**src/rtl/regfile_write_arbiter_if.sv**
```systemverilog
// Request/response bundle between the write-port requesters and the
// register-file write arbiter, plus the registered register-file write port.
interface regfile_write_arbiter_if #(
    parameter int DataWidth   = 8,
    parameter int NumRegs     = 16,
    parameter int IndexWidth  = $clog2(NumRegs),
    parameter int NumReq      = 2,
    parameter int ReqIdxWidth = $clog2(NumReq)
);
    logic [NumReq-1:0]            reqValid;
    logic [NumReq-1:0]            reqReady;
    logic [NumReq-1:0]            reqLock;
    logic [NumReq*IndexWidth-1:0] reqAddr;
    logic [NumReq*DataWidth-1:0]  reqData;
    logic                         writeEn;
    logic [IndexWidth-1:0]        writeAddr;
    logic [DataWidth-1:0]         writeData;
    logic [ReqIdxWidth-1:0]       lastGrant;
    logic                         locked;
    logic                         lockTimeout;

    modport master (
        output reqValid, reqLock, reqAddr, reqData,
        input  reqReady, writeEn, writeAddr, writeData, lastGrant, locked, lockTimeout
    );

    modport slave (
        input  reqValid, reqLock, reqAddr, reqData,
        output reqReady, writeEn, writeAddr, writeData, lastGrant, locked, lockTimeout
    );
endinterface

```
**src/rtl/regfile_write_arbiter.sv**
```systemverilog
// Round-robin arbiter sharing one register-file write port between NumReq
// requesters, with an optional per-requester lock that is force-released
// after LockTimeout idle cycles. The write port is registered.
// Build option REGFILE_ZERO_REG_EN: register 0 is hardwired zero, so accepts
// to address 0 complete the handshake but never raise writeEn.
module regfile_write_arbiter #(
    parameter int DataWidth   = 8,
    parameter int NumRegs     = 16,
    parameter int IndexWidth  = $clog2(NumRegs),
    parameter int NumReq      = 2,
    parameter int ReqIdxWidth = $clog2(NumReq),
    parameter int LockTimeout = 16
) (
    input  logic                  clk,
    input  logic                  rstN,
    regfile_write_arbiter_if.slave bus
);
    localparam int CntWidth = $clog2(LockTimeout + 1);

    typedef enum logic {IDLE, LOCKED} state_e;

    state_e                 state_q, state_d;
    logic [ReqIdxWidth-1:0] owner_q, owner_d;
    logic [ReqIdxWidth-1:0] last_q, last_d;
    logic [CntWidth-1:0]    cnt_q, cnt_d;
    logic                   we_q, we_d;
    logic [IndexWidth-1:0]  waddr_q, waddr_d;
    logic [DataWidth-1:0]   wdata_q, wdata_d;
    logic                   locked_q;
    logic                   timeout_q, timeout_d;

    logic                   accept;
    logic [ReqIdxWidth-1:0] gnt_idx;
    logic [NumReq-1:0]      ready;
    logic [IndexWidth-1:0]  sel_addr;
    logic [DataWidth-1:0]   sel_data;
    int                     scan_idx;

    // Grant selection: owner only while locked, else round-robin after lastGrant.
    // Scanning from the farthest offset down lets the nearest valid requester win.
    always_comb begin
        ready    = '0;
        accept   = 1'b0;
        gnt_idx  = last_q;
        scan_idx = 0;
        if (state_q == LOCKED) begin
            if (bus.reqValid[owner_q]) begin
                accept  = 1'b1;
                gnt_idx = owner_q;
            end
        end else begin
            for (int k = NumReq; k >= 1; k--) begin
                scan_idx = (int'(last_q) + k) % NumReq;
                if (bus.reqValid[scan_idx]) begin
                    accept  = 1'b1;
                    gnt_idx = ReqIdxWidth'(scan_idx);
                end
            end
        end
        if (accept) ready[gnt_idx] = 1'b1;
    end

    assign sel_addr = bus.reqAddr[int'(gnt_idx)*IndexWidth +: IndexWidth];
    assign sel_data = bus.reqData[int'(gnt_idx)*DataWidth +: DataWidth];

    // Next-state: lock FSM, idle timeout counter, grant history and write stage.
    always_comb begin
        state_d   = state_q;
        owner_d   = owner_q;
        cnt_d     = cnt_q;
        timeout_d = 1'b0;
        last_d    = last_q;
        we_d      = 1'b0;
        waddr_d   = waddr_q;
        wdata_d   = wdata_q;

        if (accept) begin
            last_d  = gnt_idx;
            we_d    = 1'b1;
            waddr_d = sel_addr;
            wdata_d = sel_data;
`ifdef REGFILE_ZERO_REG_EN
            // Register 0 reads as zero: swallow the write, keep the port values.
            if (sel_addr == '0) begin
                we_d    = 1'b0;
                waddr_d = waddr_q;
                wdata_d = wdata_q;
            end
`endif
        end

        case (state_q)
            IDLE: begin
                if (accept && bus.reqLock[gnt_idx]) begin
                    state_d = LOCKED;
                    owner_d = gnt_idx;
                    cnt_d   = '0;
                end
            end
            LOCKED: begin
                if (accept) begin
                    cnt_d = '0;
                    if (!bus.reqLock[gnt_idx]) state_d = IDLE;
                end else if (cnt_q == CntWidth'(LockTimeout - 1)) begin
                    state_d   = IDLE;
                    cnt_d     = '0;
                    timeout_d = 1'b1;
                end else begin
                    cnt_d = cnt_q + CntWidth'(1);
                end
            end
            default: state_d = IDLE;
        endcase
    end

    // State and output registers; reset drops any pending write.
    always_ff @(posedge clk or negedge rstN) begin
        if (!rstN) begin
            state_q   <= IDLE;
            owner_q   <= '0;
            last_q    <= ReqIdxWidth'(NumReq - 1);
            cnt_q     <= '0;
            we_q      <= 1'b0;
            waddr_q   <= '0;
            wdata_q   <= '0;
            locked_q  <= 1'b0;
            timeout_q <= 1'b0;
        end else begin
            state_q   <= state_d;
            owner_q   <= owner_d;
            last_q    <= last_d;
            cnt_q     <= cnt_d;
            we_q      <= we_d;
            waddr_q   <= waddr_d;
            wdata_q   <= wdata_d;
            locked_q  <= (state_d == LOCKED);
            timeout_q <= timeout_d;
        end
    end

    assign bus.reqReady    = ready;
    assign bus.writeEn     = we_q;
    assign bus.writeAddr   = waddr_q;
    assign bus.writeData   = wdata_q;
    assign bus.lastGrant   = last_q;
    assign bus.locked      = locked_q;
    assign bus.lockTimeout = timeout_q;
endmodule

```
**src/flat_wrapper.sv**
```systemverilog
// flat-port wrapper written by rule: the top's interface ports become plain ports
module regfile_write_arbiter_flat 
#(
    parameter int DataWidth   = 8,
    parameter int NumRegs     = 16,
    parameter int IndexWidth  = $clog2(NumRegs),
    parameter int NumReq      = 2,
    parameter int ReqIdxWidth = $clog2(NumReq),
    parameter int LockTimeout = 16
)
  (clk, rstN, bus_reqValid, bus_reqLock, bus_reqAddr, bus_reqData, bus_reqReady, bus_writeEn, bus_writeAddr, bus_writeData, bus_lastGrant, bus_locked, bus_lockTimeout);
  regfile_write_arbiter_if #(.DataWidth(DataWidth), .NumRegs(NumRegs), .IndexWidth(IndexWidth), .NumReq(NumReq), .ReqIdxWidth(ReqIdxWidth)) bus_i ();
  input  logic clk;
  input  logic rstN;
  input wire logic [$bits(bus_i.reqValid)-1:0] bus_reqValid;
  input wire logic [$bits(bus_i.reqLock)-1:0] bus_reqLock;
  input wire logic [$bits(bus_i.reqAddr)-1:0] bus_reqAddr;
  input wire logic [$bits(bus_i.reqData)-1:0] bus_reqData;
  output wire logic [$bits(bus_i.reqReady)-1:0] bus_reqReady;
  output wire logic [$bits(bus_i.writeEn)-1:0] bus_writeEn;
  output wire logic [$bits(bus_i.writeAddr)-1:0] bus_writeAddr;
  output wire logic [$bits(bus_i.writeData)-1:0] bus_writeData;
  output wire logic [$bits(bus_i.lastGrant)-1:0] bus_lastGrant;
  output wire logic [$bits(bus_i.locked)-1:0] bus_locked;
  output wire logic [$bits(bus_i.lockTimeout)-1:0] bus_lockTimeout;
  assign bus_i.reqValid = bus_reqValid;
  assign bus_i.reqLock = bus_reqLock;
  assign bus_i.reqAddr = bus_reqAddr;
  assign bus_i.reqData = bus_reqData;
  assign bus_reqReady = bus_i.reqReady;
  assign bus_writeEn = bus_i.writeEn;
  assign bus_writeAddr = bus_i.writeAddr;
  assign bus_writeData = bus_i.writeData;
  assign bus_lastGrant = bus_i.lastGrant;
  assign bus_locked = bus_i.locked;
  assign bus_lockTimeout = bus_i.lockTimeout;
  regfile_write_arbiter #(.DataWidth(DataWidth), .NumRegs(NumRegs), .IndexWidth(IndexWidth), .NumReq(NumReq), .ReqIdxWidth(ReqIdxWidth), .LockTimeout(LockTimeout)) u_core (.clk(clk), .rstN(rstN), .bus(bus_i));
endmodule
```
**config.mk**
```make
export PLATFORM = sky130hd
export DESIGN_NAME = regfile_write_arbiter_flat
export DESIGN_NICKNAME = d
export VERILOG_FILES = /design/src/rtl/regfile_write_arbiter_if.sv /design/src/rtl/regfile_write_arbiter.sv /design/src/flat_wrapper.sv
export SDC_FILE = /design/constraint.sdc
export NUM_CORES = 1
export LEC_CHECK = 0
export ABC_CLOCK_PERIOD_IN_PS = 1900
export CORE_MARGIN = 4
export CORE_UTILIZATION = 38
export DETAILED_ROUTE_END_ITERATION = 6
export PLACE_DENSITY = 0.75
export SYNTH_ARGS = -nofsm -noshare
export SYNTH_HDL_FRONTEND = slang
export SYNTH_SLANG_ARGS = --single-unit
export TNS_END_PERCENT = 5
```
**constraint.sdc**
```tcl
create_clock -name clk -period 1.9 [get_ports clk]
set_input_delay 0.475 -clock clk [delete_from_list [all_inputs] [get_ports clk]]
set_output_delay 0.475 -clock clk [all_outputs]
set_load 0.1 [all_outputs]
```
## Word-level counts from Yosys, hierarchy flattened

Cells that the tools add are included.

| storage, ports and cells | value |
|---|---|
| bits in registers | 22 |
| logic and storage cells | 60 |
| memory bits (writable) | 0 |
| output and inout port bits | 18 |
| bits of input ports | 30 |
| memories kept | 0 |
| bits in read-only memories | 0 |
| latch bits | 0 |

| cells by class | value |
|---|---|
| order comparisons | 5 |
| bitwise logic cells | 3 |
| mux-type cells | 34 |
| shift-type cells | 2 |
| equal/unequal tests | 2 |
| reductions and logical operators | 3 |
| divide/modulo/power cells | 0 |
| multiply operators | 0 |
| add/subtract/negate cells | 3 |

Operators by type and width:

| kind | count |
|---|---|
| $mux W1 | 27 |
| $shiftx A16 B5 Y8 | 1 |
| $mux W5 | 3 |
| $pmux W5 S2 | 1 |
| $shiftx A8 B4 Y4 | 1 |
| $lt A2 B3 Y1 const B | 2 |
| $add A5 B1 Y5 const B | 1 |
| $eq A5 B4 Y1 const B | 1 |
| $lt A1 B2 Y1 const B | 2 |
| $add A1 B1 Y1 const B | 2 |
| $and A1 B1 Y1 const A | 2 |
| $logic_and A1 B1 Y1 | 2 |
| $mux W2 | 1 |
| $ne A2 B1 Y1 const B | 1 |
| $pmux W1 S2 | 1 |
| $reduce_and A2 Y1 | 1 |
| $demux W1 S1 | 1 |
| $ge A1 B1 Y1 const B | 1 |
| $not A1 Y1 | 1 |

## Logic depth before layout (Yosys ltp)

| logic depth | value |
|---|---|
| depth after elaboration | 13 |
| gate-level depth with buffers | 5 |

## Worst setup path before layout

OpenSTA, ideal clock, no wires.

| timing | value |
|---|---|
| path kind | reg-to-output |
| start | register u_core.state_q |
| end | output bus_reqReady[1] |
| buffers on the path | 1 |
| data required time | 1,425 ps |
| slack | -997 ps |
| arrival time | 2,422 ps |
| stages on the path, launching flop included | 4 |
| cells stage by stage | dfrtp_1 -> nand3b_1 -> and3_1 -> buf_1 |

| on the way | value |
|---|---|
| longest elaborated chain between the ends | 6 |
| elaborated cells on any way between the ends | 8 |

RTL lines:

| element | line | source |
|---|---|---|
| start, declared | regfile_write_arbiter.sv:22 | `state_e state_q, state_d;` |
| start signal, assigned | regfile_write_arbiter.sv:129 | `state_q <= state_d;` |
| $mux W1 | regfile_write_arbiter.sv:46 | `if (state_q == LOCKED) begin` |
| $lt A1 B2 Y1 (implied by the code) / $ge A1 B1 Y1 (equally long branches) | regfile_write_arbiter.sv:60 | `if (accept) ready[gnt_idx] = 1'b1;` |
| $logic_and A1 B1 Y1 (implied by the code) | regfile_write_arbiter.sv:60 |  |
| $mux W1 (implied by the code) | regfile_write_arbiter.sv:60 |  |
| $demux W1 S1 | n/a |  |
| $mux W2 * | regfile_write_arbiter.sv:60 |  |
| end, declared | flat_wrapper.sv:19 | `output wire logic [$bits(bus_i.reqReady)-1:0] bus_reqReady;` |

Mark *: on every way between the ends. The rest lies on a longest branch, timed or not.

## Final worst setup path

| timing | value |
|---|---|
| start | register u_core.last_q (netlist: u_core.bus.lastGrant) |
| end | output bus_reqReady[0] |

| on the way | value |
|---|---|
| longest elaborated chain between the ends | 12 |
| elaborated cells on any way between the ends | 21 |

RTL lines:

| element | line | source |
|---|---|---|
| start, declared | regfile_write_arbiter.sv:24 | `logic [ReqIdxWidth-1:0] last_q, last_d;` |
| start signal, assigned | regfile_write_arbiter.sv:121 | `last_q <= ReqIdxWidth'(NumReq - 1);` |
| start signal, assigned | regfile_write_arbiter.sv:131 | `last_q <= last_d;` |
| $add A1 B1 Y1 | regfile_write_arbiter.sv:53 | `scan_idx = (int'(last_q) + k) % NumReq;` |
| $mux W1 (implied by the code) (3 in a row) | regfile_write_arbiter.sv:54 | `if (bus.reqValid[scan_idx]) begin` |
| $mux W1 (2 in a row) | regfile_write_arbiter.sv:54 |  |
| $mux W1 | regfile_write_arbiter.sv:46 |  |
| $lt A1 B2 Y1 (implied by the code) / $ge A1 B1 Y1 (equally long branches) | regfile_write_arbiter.sv:60 |  |
| $logic_and A1 B1 Y1 (implied by the code) | regfile_write_arbiter.sv:60 |  |
| $mux W1 (implied by the code) | regfile_write_arbiter.sv:60 |  |
| $demux W1 S1 | n/a |  |
| $mux W2 * | regfile_write_arbiter.sv:60 |  |

Mark *: on every way between the ends. The rest lies on a longest branch, timed or not. The select of a mux whose other input is x is not followed.

==> summary.md <==
| Metric | Value |
|---|---|
| Status | finished, violations left |
| Failing checks | negative setup slack |
| Seq/Total Area, Yosys | 54.6% |
| Worst Setup Path Type | register to primary output |
| Final Cycle Share | 107% |
| Pin count of the biggest net entering global routing | 23 |
| First-pass GRT wire length | approximately 4400 um |
| Yosys synthesis warning count | 0 |
| Die X | between 50 and 60 um |
| Routability Congestion | a little under 0.8 |
| Most frequent cells in the layout | 28 x clkdlybuf4s50_1, 20 x dfrtp_1, 18 x buf_12 |
| GRT Residual Overflow | 0 |
| Yosys cell types | 32 |
| Post-Syn Area | 1010 um^2 |
| CP startpoint | u_core.bus.lastGrant |
| DRC | 0 |
| Area grow syn2layout | 80.6% |
| RSZ-0062 raised after global routing | yes |
| Final hold viol count | 0 |
| Final Max Tran Viols | 0 |
| Final std cells w/o fill | around 180 |
| DRT antenna net count | 0 |
| Largest area contributor in the netlist | dfrtp_1 |
| CTS tree | yes |
| Top-area cell type share of the netlist area | 52.0% |
| CP Launch Type | register |
| Nets | around 180 |
| Slew @ Worst Pin | between 0.3 and 0.4 ns |
| Worst Path Required | ~1.4 ns |
| Worst Hold Class | register to register |
| CTS clk-pin slew, worst paths | between 0.1 and 0.15 ns |
| Final WS setup | -0.136 ns |
| Core box area | 2500 um^2 |
| Max Freq | between 400 and 500 MHz |
| Routed len/inst | between 15 and 20 um |
| Antenna violations before repair | 0 |
| Port bufs | 47 |
| FF-to-FF path depth | 6 |
| Sink of the worst hold path | u_core.bus.lockTimeout |
| # diodes | 0 |
| Critical R2R Capture | u_core.bus.writeAddr[1] |
| Reg-to-reg startpoint | u_core.bus.lastGrant |
| Critical path capture point type | primary output |
| Setup TNS Final | -0.215 ns |
| Via/cell ratio | 5.17 |
| Worst rel slew slack | about three quarters |
| Share of cells above drive strength 1 | between 20% and 30% |
| Iter 0 DRT Violations | 27 |
| Syn avg cell area | around 12 um^2 |
| CP Data Arrival Time | roughly 1.6 ns |
| Die footprint | 3550 um^2 |
| GRT Total Usage | between 15 and 20% |
| Post-Syn Instances | 86 |
| Final wirelength | ~2700 um |
| Number of global-route vias before repair | 961 |
| Clk sink count | 22 |
| Via count | 905 |
| Commonest non-fill, non-tap cell in the layout | clkdlybuf4s50_1 |
| Skew final | 0.00213 ns |
| Post-detail-place hpwl | 2230 um |
| Drt first pass iters | 4 |
| Syn nets | around 120 |
| Std-Cell Rows | 18 |
| Hold Startpoint | u_core.cnt_q[4] |
| Final Util | between 70% and 80% |
| Total of max-cap violations | 0 |
| Initial Util | between 40% and 50% |
| H-Tree Depth | 1 |
| Maximum fanout along the worst path | 2 |
| #FFs+latches synth | 22 |
| TritonCTS Buffers | 3 |
| Final critical-path required period | around 2.0 ns |
| Worst Hold Slack | between 0.4 and 0.5 ns |
| Min-Delay Path Depth | 1 |
| Die Span Y | about 60 um |
| Placed cells | 170 |
| Area contributors post-synth | dfrtp_1 52%, a22o_1 10%, a21o_1 9.7%, dfstp_2 2.6%, mux2i_1 2.0% |
| Worst-skew pair later-pin latency | around 0.3 ns |
| Final setup vio count | 2 |
| R2R Setup Slk | roughly 0.05 ns |
| Clock buffer depth | 2 |
| CTS root buf | clkbuf_4 |
| IO Pins | 48 |
worst max path at each step:
stage	endpoint	slack, ns	cells after the start
after floorplan	u_core.bus.writeAddr[0]	-0.04	5
after global placement	bus_reqReady[0]	-0.34	4
after detailed placement	u_core.bus.writeAddr[0]	-0.38	6
after CTS	bus_reqReady[0]	-0.15	3
after global routing	bus_reqReady[0]	-0.19	3
final	bus_reqReady[0]	-0.14	3
cells in the mapped netlist:
| master | number |
|---|---|
| xnor2_1 | 1 |
| a21oi_1 | 2 |
| dfrtp_1 | 21 |
| dfstp_2 | 1 |
| nor2_1 | 1 |
| nor3b_1 | 1 |
| and4_1 | 1 |
| o21ai_1 | 1 |
| nand2b_1 | 2 |
| inv_1 | 3 |
| and4_4 | 1 |
| o22ai_1 | 1 |
| mux2_2 | 1 |
| ha_1 | 1 |
| a31oi_2 | 1 |
| a21boi_1 | 1 |
| clkbuf_1 | 1 |
| buf_1 | 1 |
| or3b_1 | 1 |
| and3_1 | 2 |
| buf_2 | 1 |
| or3_4 | 1 |
| a21o_1 | 13 |
| nand2_1 | 4 |
| a22o_1 | 12 |
| o21bai_1 | 1 |
| o21ai_0 | 2 |
| nand3b_1 | 1 |
| and2_1 | 1 |
| mux2i_1 | 2 |
| nand3_1 | 2 |
| a31oi_1 | 1 |
worst max-delay path, cell delays in order, from the launching register on:
cell     delay [ns]
dfstp_4        0.49
or3b_4         0.40
and3_4         0.21
buf_12         0.16
flip-flops by register name (all words and copies together), names as in the netlist:
signal and flops:
u_core.bus.lockTimeout 1, u_core.cnt_q 5, u_core.bus.writeEn 1, u_core.state_q 1, u_core.bus.writeAddr 4, u_core.bus.writeData 8
u_core.owner_q 1, u_core.bus.lastGrant 1
final cells by class:
| class | instances | area, um^2 |
|---|---|---|
| inverter | 3 | 11.3 |
| clock buffer | 4 | 26.3 |
| fill | 165 | 674 |
| timing repair buffer | 58 | 736 |
| multi-input combinational | 58 | 455 |
| tap | 30 | 37.5 |
| sequential | 22 | 559 |
through the flow:
stage | worst slack [ns] | instance area (um^2)
2_1_floorplan | -0.0433 | 1030
3_3_place_gp | -0.341 | 1770
3_5_place_dp | -0.381 | 1770
4_1_cts | -0.154 | 1810
5_1_grt | -0.191 | 1830
6_report | -0.136 | 1830
what timing repair did:
item | CTS | global route
setup buffers | 1 | 0
hold buffers | 0 | 0
resized for setup | 5 | 2
pin swaps | 0 | 3
hold endpoints to repair | 0 | 0
setup endpoints to repair | 14 | 7
logic make-up (layout without fill, tap and decap cells):
logic type                 after synthesis  in the layout  share of synthesized area (%)
AOI/OAI and AO/OA                       35             35                           26.5
adders and majority gates                1              1                           1.24
DFF                                     22             22                           54.6
buffers and inverters                    6             65                           2.35
and+or+nand+nor                         18             18                           11.4
muxes                                    3              3                           3.09
xor gates and xnor gates                 1              1                          0.866
routing by layer:
| layer | routed length [um] | global-route usage [%] |
|---|---|---|
| met4 | 21 | 6.65 |
| met5 | 0 | 0 |
| met3 | 86 | 1.53 |
| met2 | 1560 | 29.6 |
| met1 | 1080 | 20.5 |
Power is not shown: default switching activity piles up to over one toggle a cycle in this logic, so the estimate is an artifact.
